File: src/rtl/axi_pkg.sv
// Shared AXI4 types and helpers for the axi_dpmem burst sequencers.
package axi_pkg;

    localparam int AXI_4KB = 4096;

    typedef enum logic [2:0] {
        ONE_BYTE      = 3'd0,
        TWO_BYTES     = 3'd1,
        FOUR_BYTES    = 3'd2,
        EIGHT_BYTES   = 3'd3,
        SIXTEEN_BYTES = 3'd4,
        BYTES_32      = 3'd5,
        BYTES_64      = 3'd6,
        BYTES_128     = 3'd7
    } size_enum_t;

    typedef size_enum_t size_t;

    typedef enum logic [1:0] {
        FIXED    = 2'd0,
        INCR     = 2'd1,
        WRAP     = 2'd2,
        RESERVED = 2'd3
    } burst_enum_t;

    typedef logic [7:0] len_t;

    typedef struct packed {
        logic [31:0] addr;
        logic [3:0]  strb;
        logic [7:0]  idx;
        logic        last;
    } beat_t;

    function automatic logic [7:0] size_bytes(input size_t size);
        return 8'd1 << size;
    endfunction

    function automatic logic wrap_len_ok(input len_t len);
        case (len)
            8'd1, 8'd3, 8'd7, 8'd15: return 1'b1;
            default:                 return 1'b0;
        endcase
    endfunction

endpackage

File: src/rtl/axi_beat_strb.sv
// Combinational lane-strobe decoder: active lanes from the address offset up to
// the next transfer-size boundary. Shared with the dpmem write-strobe merge.
module axi_beat_strb #(
    parameter int STRB_WIDTH = 4,
    parameter int OFF_W      = (STRB_WIDTH > 1) ? $clog2(STRB_WIDTH) : 1
) (
    input  logic [OFF_W-1:0]      addr_lsb,
    input  logic [2:0]            size,
    output logic [STRB_WIDTH-1:0] strb
);

    logic [31:0] bytes_s;
    logic [31:0] lo_s;
    logic [31:0] hi_s;

    // Lanes in [offset, aligned offset + size) are enabled.
    always_comb begin
        strb    = '0;
        bytes_s = 32'd1 << size;
        lo_s    = 32'(addr_lsb);
        hi_s    = (lo_s & ~(bytes_s - 32'd1)) + bytes_s;
        for (int i = 0; i < STRB_WIDTH; i++) begin
            strb[i] = (32'(i) >= lo_s) && (32'(i) < hi_s);
        end
    end

endmodule

File: src/rtl/axi_burst_addr_gen.sv
// AXI4 burst address/strobe sequencer (FIXED/INCR/WRAP, unaligned starts).
// Optional command legality checking is built when AXI_BURST_CHECK_EN is defined.
import axi_pkg::*;

module axi_burst_addr_gen #(
    parameter int ADDR_WIDTH = 32,
    parameter int DATA_WIDTH = 32,
    parameter int LEN_WIDTH  = 8
) (
    input  logic                      ACLK,
    input  logic                      ARESETn,
    input  logic                      cmd_valid,
    output logic                      cmd_ready,
    input  logic [ADDR_WIDTH-1:0]     cmd_addr,
    input  logic [LEN_WIDTH-1:0]      cmd_len,
    input  logic [2:0]                cmd_size,
    input  logic [1:0]                cmd_burst,
    output logic                      beat_valid,
    input  logic                      beat_ready,
    output logic [ADDR_WIDTH-1:0]     beat_addr,
    output logic [DATA_WIDTH/8-1:0]   beat_strb,
    output logic [LEN_WIDTH-1:0]      beat_idx,
    output logic                      beat_last,
    output logic                      cmd_err
);

    localparam int STRB_WIDTH = DATA_WIDTH / 8;
    localparam int OFF_W      = (STRB_WIDTH > 1) ? $clog2(STRB_WIDTH) : 1;

    typedef enum logic [0:0] {IDLE = 1'b0, BURST = 1'b1} state_t;

    state_t                  state_r, state_nxt_s;
    size_t                   size_r;
    burst_enum_t             burst_r;
    logic [LEN_WIDTH-1:0]    len_r;
    logic [ADDR_WIDTH-1:0]   wrap_mask_r;
    logic                    beat_valid_r, beat_last_r;
    logic [ADDR_WIDTH-1:0]   beat_addr_r;
    logic [STRB_WIDTH-1:0]   beat_strb_r;
    logic [LEN_WIDTH-1:0]    beat_idx_r;

    logic                    accept_s, hs_s, kill_s;
    logic [ADDR_WIDTH-1:0]   bytes_s, cur_aligned_s, incr_s, lower_s, next_addr_s;
    logic [ADDR_WIDTH-1:0]   cmd_mask_s, sel_addr_s;
    logic [2:0]              sel_size_s;
    logic [OFF_W-1:0]        sel_lsb_s;
    logic [STRB_WIDTH-1:0]   strb_dec_s;

    assign accept_s  = cmd_valid && cmd_ready;
    assign hs_s      = beat_valid_r && beat_ready;
    assign cmd_ready = (state_r == IDLE) || (hs_s && beat_last_r);

    assign beat_valid = beat_valid_r;
    assign beat_addr  = beat_addr_r;
    assign beat_strb  = beat_strb_r;
    assign beat_idx   = beat_idx_r;
    assign beat_last  = beat_last_r;

    // Address of the beat following the current one.
    always_comb begin
        bytes_s       = ADDR_WIDTH'(size_bytes(size_r));
        cur_aligned_s = beat_addr_r & ~(bytes_s - ADDR_WIDTH'(1));
        incr_s        = cur_aligned_s + bytes_s;
        lower_s       = beat_addr_r & ~wrap_mask_r;
        case (burst_r)
            FIXED:   next_addr_s = beat_addr_r;
            INCR:    next_addr_s = incr_s;
            WRAP: begin
                if (incr_s == lower_s + wrap_mask_r + ADDR_WIDTH'(1)) begin
                    next_addr_s = lower_s;
                end else begin
                    next_addr_s = incr_s;
                end
            end
            default: next_addr_s = incr_s;
        endcase
    end

    // Wrap window mask (total bytes - 1) for the incoming command.
    always_comb begin
        cmd_mask_s = ADDR_WIDTH'(size_bytes(size_t'(cmd_size)))
                   * (ADDR_WIDTH'(cmd_len) + ADDR_WIDTH'(1)) - ADDR_WIDTH'(1);
    end

    // One decoder serves both the first beat of a new command and later beats.
    always_comb begin
        if (accept_s) begin
            sel_addr_s = cmd_addr;
            sel_size_s = cmd_size;
        end else begin
            sel_addr_s = next_addr_s;
            sel_size_s = size_r;
        end
        sel_lsb_s = sel_addr_s[OFF_W-1:0] & OFF_W'(STRB_WIDTH - 1);
    end

    axi_beat_strb #(.STRB_WIDTH(STRB_WIDTH), .OFF_W(OFF_W)) u_strb (
        .addr_lsb (sel_lsb_s),
        .size     (sel_size_s),
        .strb     (strb_dec_s)
    );

`ifdef AXI_BURST_CHECK_EN
    logic        err_s, err_r;
    logic [31:0] chk_bytes_s, chk_total_s, page_off_s;

    // Illegal-command detection on the incoming command.
    always_comb begin
        chk_bytes_s = 32'(size_bytes(size_t'(cmd_size)));
        chk_total_s = chk_bytes_s * (32'(cmd_len) + 32'd1);
        page_off_s  = 32'(cmd_addr[11:0]) & ~(chk_bytes_s - 32'd1);
        err_s = (cmd_burst == RESERVED)
             || ((cmd_burst == WRAP) && !wrap_len_ok(len_t'(cmd_len)))
             || ((cmd_burst == WRAP) && ((cmd_addr & ADDR_WIDTH'(chk_bytes_s - 32'd1)) != '0))
             || (chk_bytes_s > 32'(STRB_WIDTH))
             || ((cmd_burst == INCR) && (page_off_s + chk_total_s > 32'(AXI_4KB)));
    end

    // Error flag captured with the command and held through the burst.
    always_ff @(posedge ACLK or negedge ARESETn) begin
        if (!ARESETn) begin
            err_r <= 1'b0;
        end else if (accept_s) begin
            err_r <= err_s;
        end
    end

    assign kill_s  = accept_s ? err_s : err_r;
    assign cmd_err = err_r;
`else
    assign kill_s  = 1'b0;
    assign cmd_err = 1'b0;
`endif

    // FSM next state.
    always_comb begin
        state_nxt_s = state_r;
        case (state_r)
            IDLE: begin
                if (accept_s) state_nxt_s = BURST;
                else          state_nxt_s = IDLE;
            end
            BURST: begin
                if (hs_s && beat_last_r && !accept_s) state_nxt_s = IDLE;
                else                                  state_nxt_s = BURST;
            end
            default: state_nxt_s = IDLE;
        endcase
    end

    // FSM state register.
    always_ff @(posedge ACLK or negedge ARESETn) begin
        if (!ARESETn) state_r <= IDLE;
        else          state_r <= state_nxt_s;
    end

    // Command capture and beat sequencing; beats hold while stalled.
    always_ff @(posedge ACLK or negedge ARESETn) begin
        if (!ARESETn) begin
            size_r       <= ONE_BYTE;
            burst_r      <= FIXED;
            len_r        <= '0;
            wrap_mask_r  <= '0;
            beat_valid_r <= 1'b0;
            beat_addr_r  <= '0;
            beat_strb_r  <= '0;
            beat_idx_r   <= '0;
            beat_last_r  <= 1'b0;
        end else if (accept_s) begin
            size_r       <= size_t'(cmd_size);
            burst_r      <= burst_enum_t'(cmd_burst);
            len_r        <= cmd_len;
            wrap_mask_r  <= cmd_mask_s;
            beat_valid_r <= 1'b1;
            beat_addr_r  <= cmd_addr;
            beat_strb_r  <= kill_s ? '0 : strb_dec_s;
            beat_idx_r   <= '0;
            beat_last_r  <= (cmd_len == '0);
        end else if (hs_s) begin
            if (beat_last_r) begin
                beat_valid_r <= 1'b0;
            end else begin
                beat_addr_r <= next_addr_s;
                beat_strb_r <= kill_s ? '0 : strb_dec_s;
                beat_idx_r  <= beat_idx_r + LEN_WIDTH'(1);
                beat_last_r <= ((beat_idx_r + LEN_WIDTH'(1)) == len_r);
            end
        end
    end

endmodule

File: config.mk
export PLATFORM = sky130hd
export DESIGN_NAME = axi_burst_addr_gen
export DESIGN_NICKNAME = d
export VERILOG_FILES = /design/src/rtl/axi_pkg.sv /design/src/rtl/axi_beat_strb.sv /design/src/rtl/axi_burst_addr_gen.sv
export SDC_FILE = /design/constraint.sdc
export NUM_CORES = 1
export LEC_CHECK = 0
export ABC_AREA = 1
export CORE_UTILIZATION = 40
export DETAILED_ROUTE_END_ITERATION = 16
export PLACE_DENSITY = 0.58
export SLEW_MARGIN = 20
export SYNTH_ARGS = -nofsm -noshare
export SYNTH_HDL_FRONTEND = slang
export SYNTH_SLANG_ARGS = --single-unit
File: constraint.sdc
create_clock -name ACLK -period 5.1 [get_ports ACLK]
set_input_delay 0.765 -clock ACLK [delete_from_list [all_inputs] [get_ports ACLK]]
set_output_delay 0.765 -clock ACLK [all_outputs]
set_load 0.05 [all_outputs]
==> out/metrics.yaml <==
place:
  place_ws_ns: -1.02
  place.gp.congestion: 0.965
  io_buffers: 95
  hpwlAfterDp_microns: 27900
  placed_area_sq_um: 12400
  placed_cells: 2110
sta:
  finClkSkew_ns: 0.0179
  worst_slew_pin_slew_ns: 0.648
  worst_slew_margin_rel_pct: 56.8
  setup_violations: 2
  drv_slew: 0
  layout_setup_ws_ns: -0.134
  post-route-min-period_ns: 5.23
  max_freq_mhz: 191
  rsz0062_at_grt: "yes"
  timing_hold_violations_final: 0
  min_period_over_period_pct: 103
pwr:
  switchingPower_mw: 4.59
  pwr-share-seq_pct: 17.7
  p_leak_nw: 6.45
  p_sw_share_pct: 57.4
  p_clk_share_pct: 8.3
  max-vdd-ir-drop_mv: 0.292
  total_power_mw: 7.99
  power_density_nw_per_um2: 605
  pwr-share-comb_pct: 74.0
  internal_power_mw: 3.41
grt:
  grt_pass1_wl_microns: 54100
  grt_max_degree: 47
  antenna_found_initial: 0
  grt_pass1_vias: 10351
  gr-total-overflow: 0
  grt_use_total_pct: 26.5
logic_synthesis:
  syn_area_sq_um: 10200
  ys_ff_latch: 78
  synth_nets: 1749
  async_reset_ff_share_pct: 100
  ys.flop_type: "dfrtp_1"
  postSynthAreaPerCell_sq_um: 6.37
  syn_inst: 1601
  yosysWarnings: 0
  yosysUniqueCellTypes: 52
  seq_area_frac_synth_pct: 19.1
  synth_edf_count: 0
  synth_area_leaders: "dfrtp_1, nand2_1, fa_1, inv_1, nor2_1"
  synth_top_area_share_pct: 19.1
  synth_top_area_cell: "dfrtp_1"
worst_setup_path:
  crit_cells: 30
  r2r_end: "beat_strb[0]$_DFFE_PN0P_"
  cp-end-kind: "flip-flop"
  critPathKind: "in2reg"
  cp-start-kind: "input port"
  cp_slowest_cell: "fa_1"
  r2r_start: "size_r[1]$_DFF_PN0_"
  cp.arrival_ns: 5.46
  worst-path-buf-inv: 7
  r2r_cells: 31
  cp_max_fo: 4
  slowest_delay_ns: 0.58
  cp_top_family: "adder cells"
  worstPathRequired_ns: 5.33
  rrSetupSlack_ns: 0.47
finish:
  stdcell_area_sq_um: 13200
  finalNonFillerCells: 2147
  layout.nets: 1960
  num_antenna_cells: 0
  syn_to_final_growth_pct: 29.5
  drive_gt1_share_pct: 17.3
route:
  drc_errors: 0
  routed.top_layer: "met4"
  drt-vias-per-instance: 5.15
  drt_iter0_drc: 786
  route.met2.wl_microns: 15800
  wl_per_cell_microns: 15.9
  final_antenna_net_count: 0
  met1Wirelength_microns: 16000
  wl_microns: 34200
  wl_met3_microns: 1570
  vias: 11067
  first_pass_iters: 7
clock_network:
  cts_buffer_depth: 2
  cts_max_level: 3
  cts_hold_buf: 0
  path_clk_slew_ns: 0.08
  cts_buffers: 9
  clockRootBuffer: "clkbuf_16"
  clock_latency_ns: 0.36
  cts_tree: "done"
  cts_sinks: 78
floorplanning:
  chipWidth_microns: 162
  start_util_pct: 40.6
  die-area_sq_um: 26100
  rows: 58
  die_y_microns: 162
  fp.coreArea_sq_um: 25100
  io_pins: 97
run_status:
  outcome: "finished, violations left"
  violations: "negative setup slack"
hold_path:
  hp-class: "in2async"
job:
  maxCapViolCount: 0
[logic make-up (layout without fill, tap and decap cells)]
logic type | Yosys count | after routing | share of synthesized area [%]
other | 1 | 1 | 0.0368
adders and majority gates | 99 | 99 | 15.6
and+or+nand+nor | 903 | 903 | 38.5
xor gates and xnor gates | 54 | 54 | 4.64
AOI/OAI and AO/OA | 183 | 183 | 11.1
buffers and inverters | 283 | 499 | 11.0
DFF | 78 | 78 | 19.1
[cell type report]
| cell class | count | area (sq um) |
|---|---|---|
| inverters | 243 | 920 |
| flip-flops and latches | 78 | 1950 |
| fillers | 2541 | 11900 |
| repair buffers | 240 | 2050 |
| clock buffers | 9 | 225 |
| well taps | 330 | 413 |
| multi-input cells | 1240 | 7570 |
| clock inverters | 7 | 72.6 |
[registers in the layout, indices dropped and copies added (netlist names)]
register and flops:
beat_addr 32, beat_idx 8, beat_last 1, beat_strb 4, beat_valid 1, burst_r 2
len_r 8, size_r 3, state_r 1, wrap_mask_r 18
[how the worst max path moves through the flow]
stage | from | to | slack, ns
finish | cmd_len[1] | wrap_mask_r[15]$_DFFE_PN0P_ | -0.13
global route | cmd_len[0] | wrap_mask_r[15]$_DFFE_PN0P_ | -0.35
CTS | cmd_len[0] | wrap_mask_r[16]$_DFFE_PN0P_ | -0.21
detailed placement | cmd_len[0] | wrap_mask_r[15]$_DFFE_PN0P_ | -1.02
global placement | cmd_len[0] | wrap_mask_r[15]$_DFFE_PN0P_ | -0.89
floorplan | cmd_len[0] | wrap_mask_r[15]$_DFFE_PN0P_ | -0.14
[cell usage in the layout (no fill, tap or decap), drive strengths merged, types with 2 or more instances in the layout]
cell | Yosys | layout
xnor2 | 21 | 21
nor4 | 4 | 4
and2 | 3 | 3
a31oi | 4 | 4
nor2 | 216 | 216
o22ai | 7 | 7
o32a | 9 | 9
buf | 14 | 150
nand2 | 496 | 496
o211ai | 18 | 18
dlygate4sd2 | 0 | 2
clkbuf | 26 | 12
o21ai | 75 | 75
fa | 47 | 47
nor3 | 22 | 22
clkinv | 3 | 4
nor3b | 2 | 2
o21bai | 5 | 5
dfrtp | 78 | 78
a41oi | 22 | 22
inv | 240 | 244
clkdlybuf4s50 | 0 | 84
or2 | 8 | 8
nand3 | 122 | 122
ha | 52 | 52
a21oi | 37 | 37
nand3b | 11 | 11
xor2 | 33 | 33
clkinvlp | 0 | 2
nand4 | 18 | 18
[timing repair]
item / in CTS / in global routing
setup endpoints to repair: 9 / 18
setup buffers: 10 / 13
pin swaps: 28 / 64
resized for setup: 40 / 84
gates cloned: 0 / 0
[layer usage]
metal | GRT usage (%) | vias to the layer above
li1 | - | 5542
met5 | 0 | -
met2 | 43.5 | 285
met1 | 37.0 | 5193
met4 | 8.02 | 0
met3 | 2.35 | 47
[power by group through the flow]
stage / clock [mW] / sequential [mW] / combinational (mW)
after global placement: 0 / 1.41 / 5.62
final: 0.666 / 1.41 / 5.92
after global routing: 0.697 / 1.45 / 6.54
after floorplan: 0 / 1.81 / 3.48
after detailed placement: 0 / 1.41 / 5.66
after CTS: 0.680 / 1.40 / 5.71
[Yosys cell counts (5+ instances only)]
master,number
fa_1,47
nand3b_1,11
nor2_2,15
a41oi_1,22
nor3_1,21
nand3_2,7
o21ai_0,71
xor2_1,33
nor2_1,195
nand2_2,12
inv_1,234
buf_2,6
o32a_1,9
a21oi_1,37
nand2_1,483
o211ai_1,18
o22ai_1,7
dfrtp_1,78
clkbuf_1,26
inv_2,5
or2_2,8
nand4_1,18
ha_1,52
nand3_1,114
o21bai_1,5
xnor2_1,21
[per-stage QoR]
stage | TNS [ns] | util (%) | hold slack (ns)
final | -0.248 | 52.6 | 0.344
after global routing | -1.24 | 52.6 | 0.382
after CTS | -0.480 | 51.1 | 0.349
after detailed placement | -7.98 | 49.5 | 0.473
after global placement | -6.37 | 49.5 | 0.470
after floorplan | -0.280 | - | 0.461
Note: power is estimated with default switching activity, not from simulation.
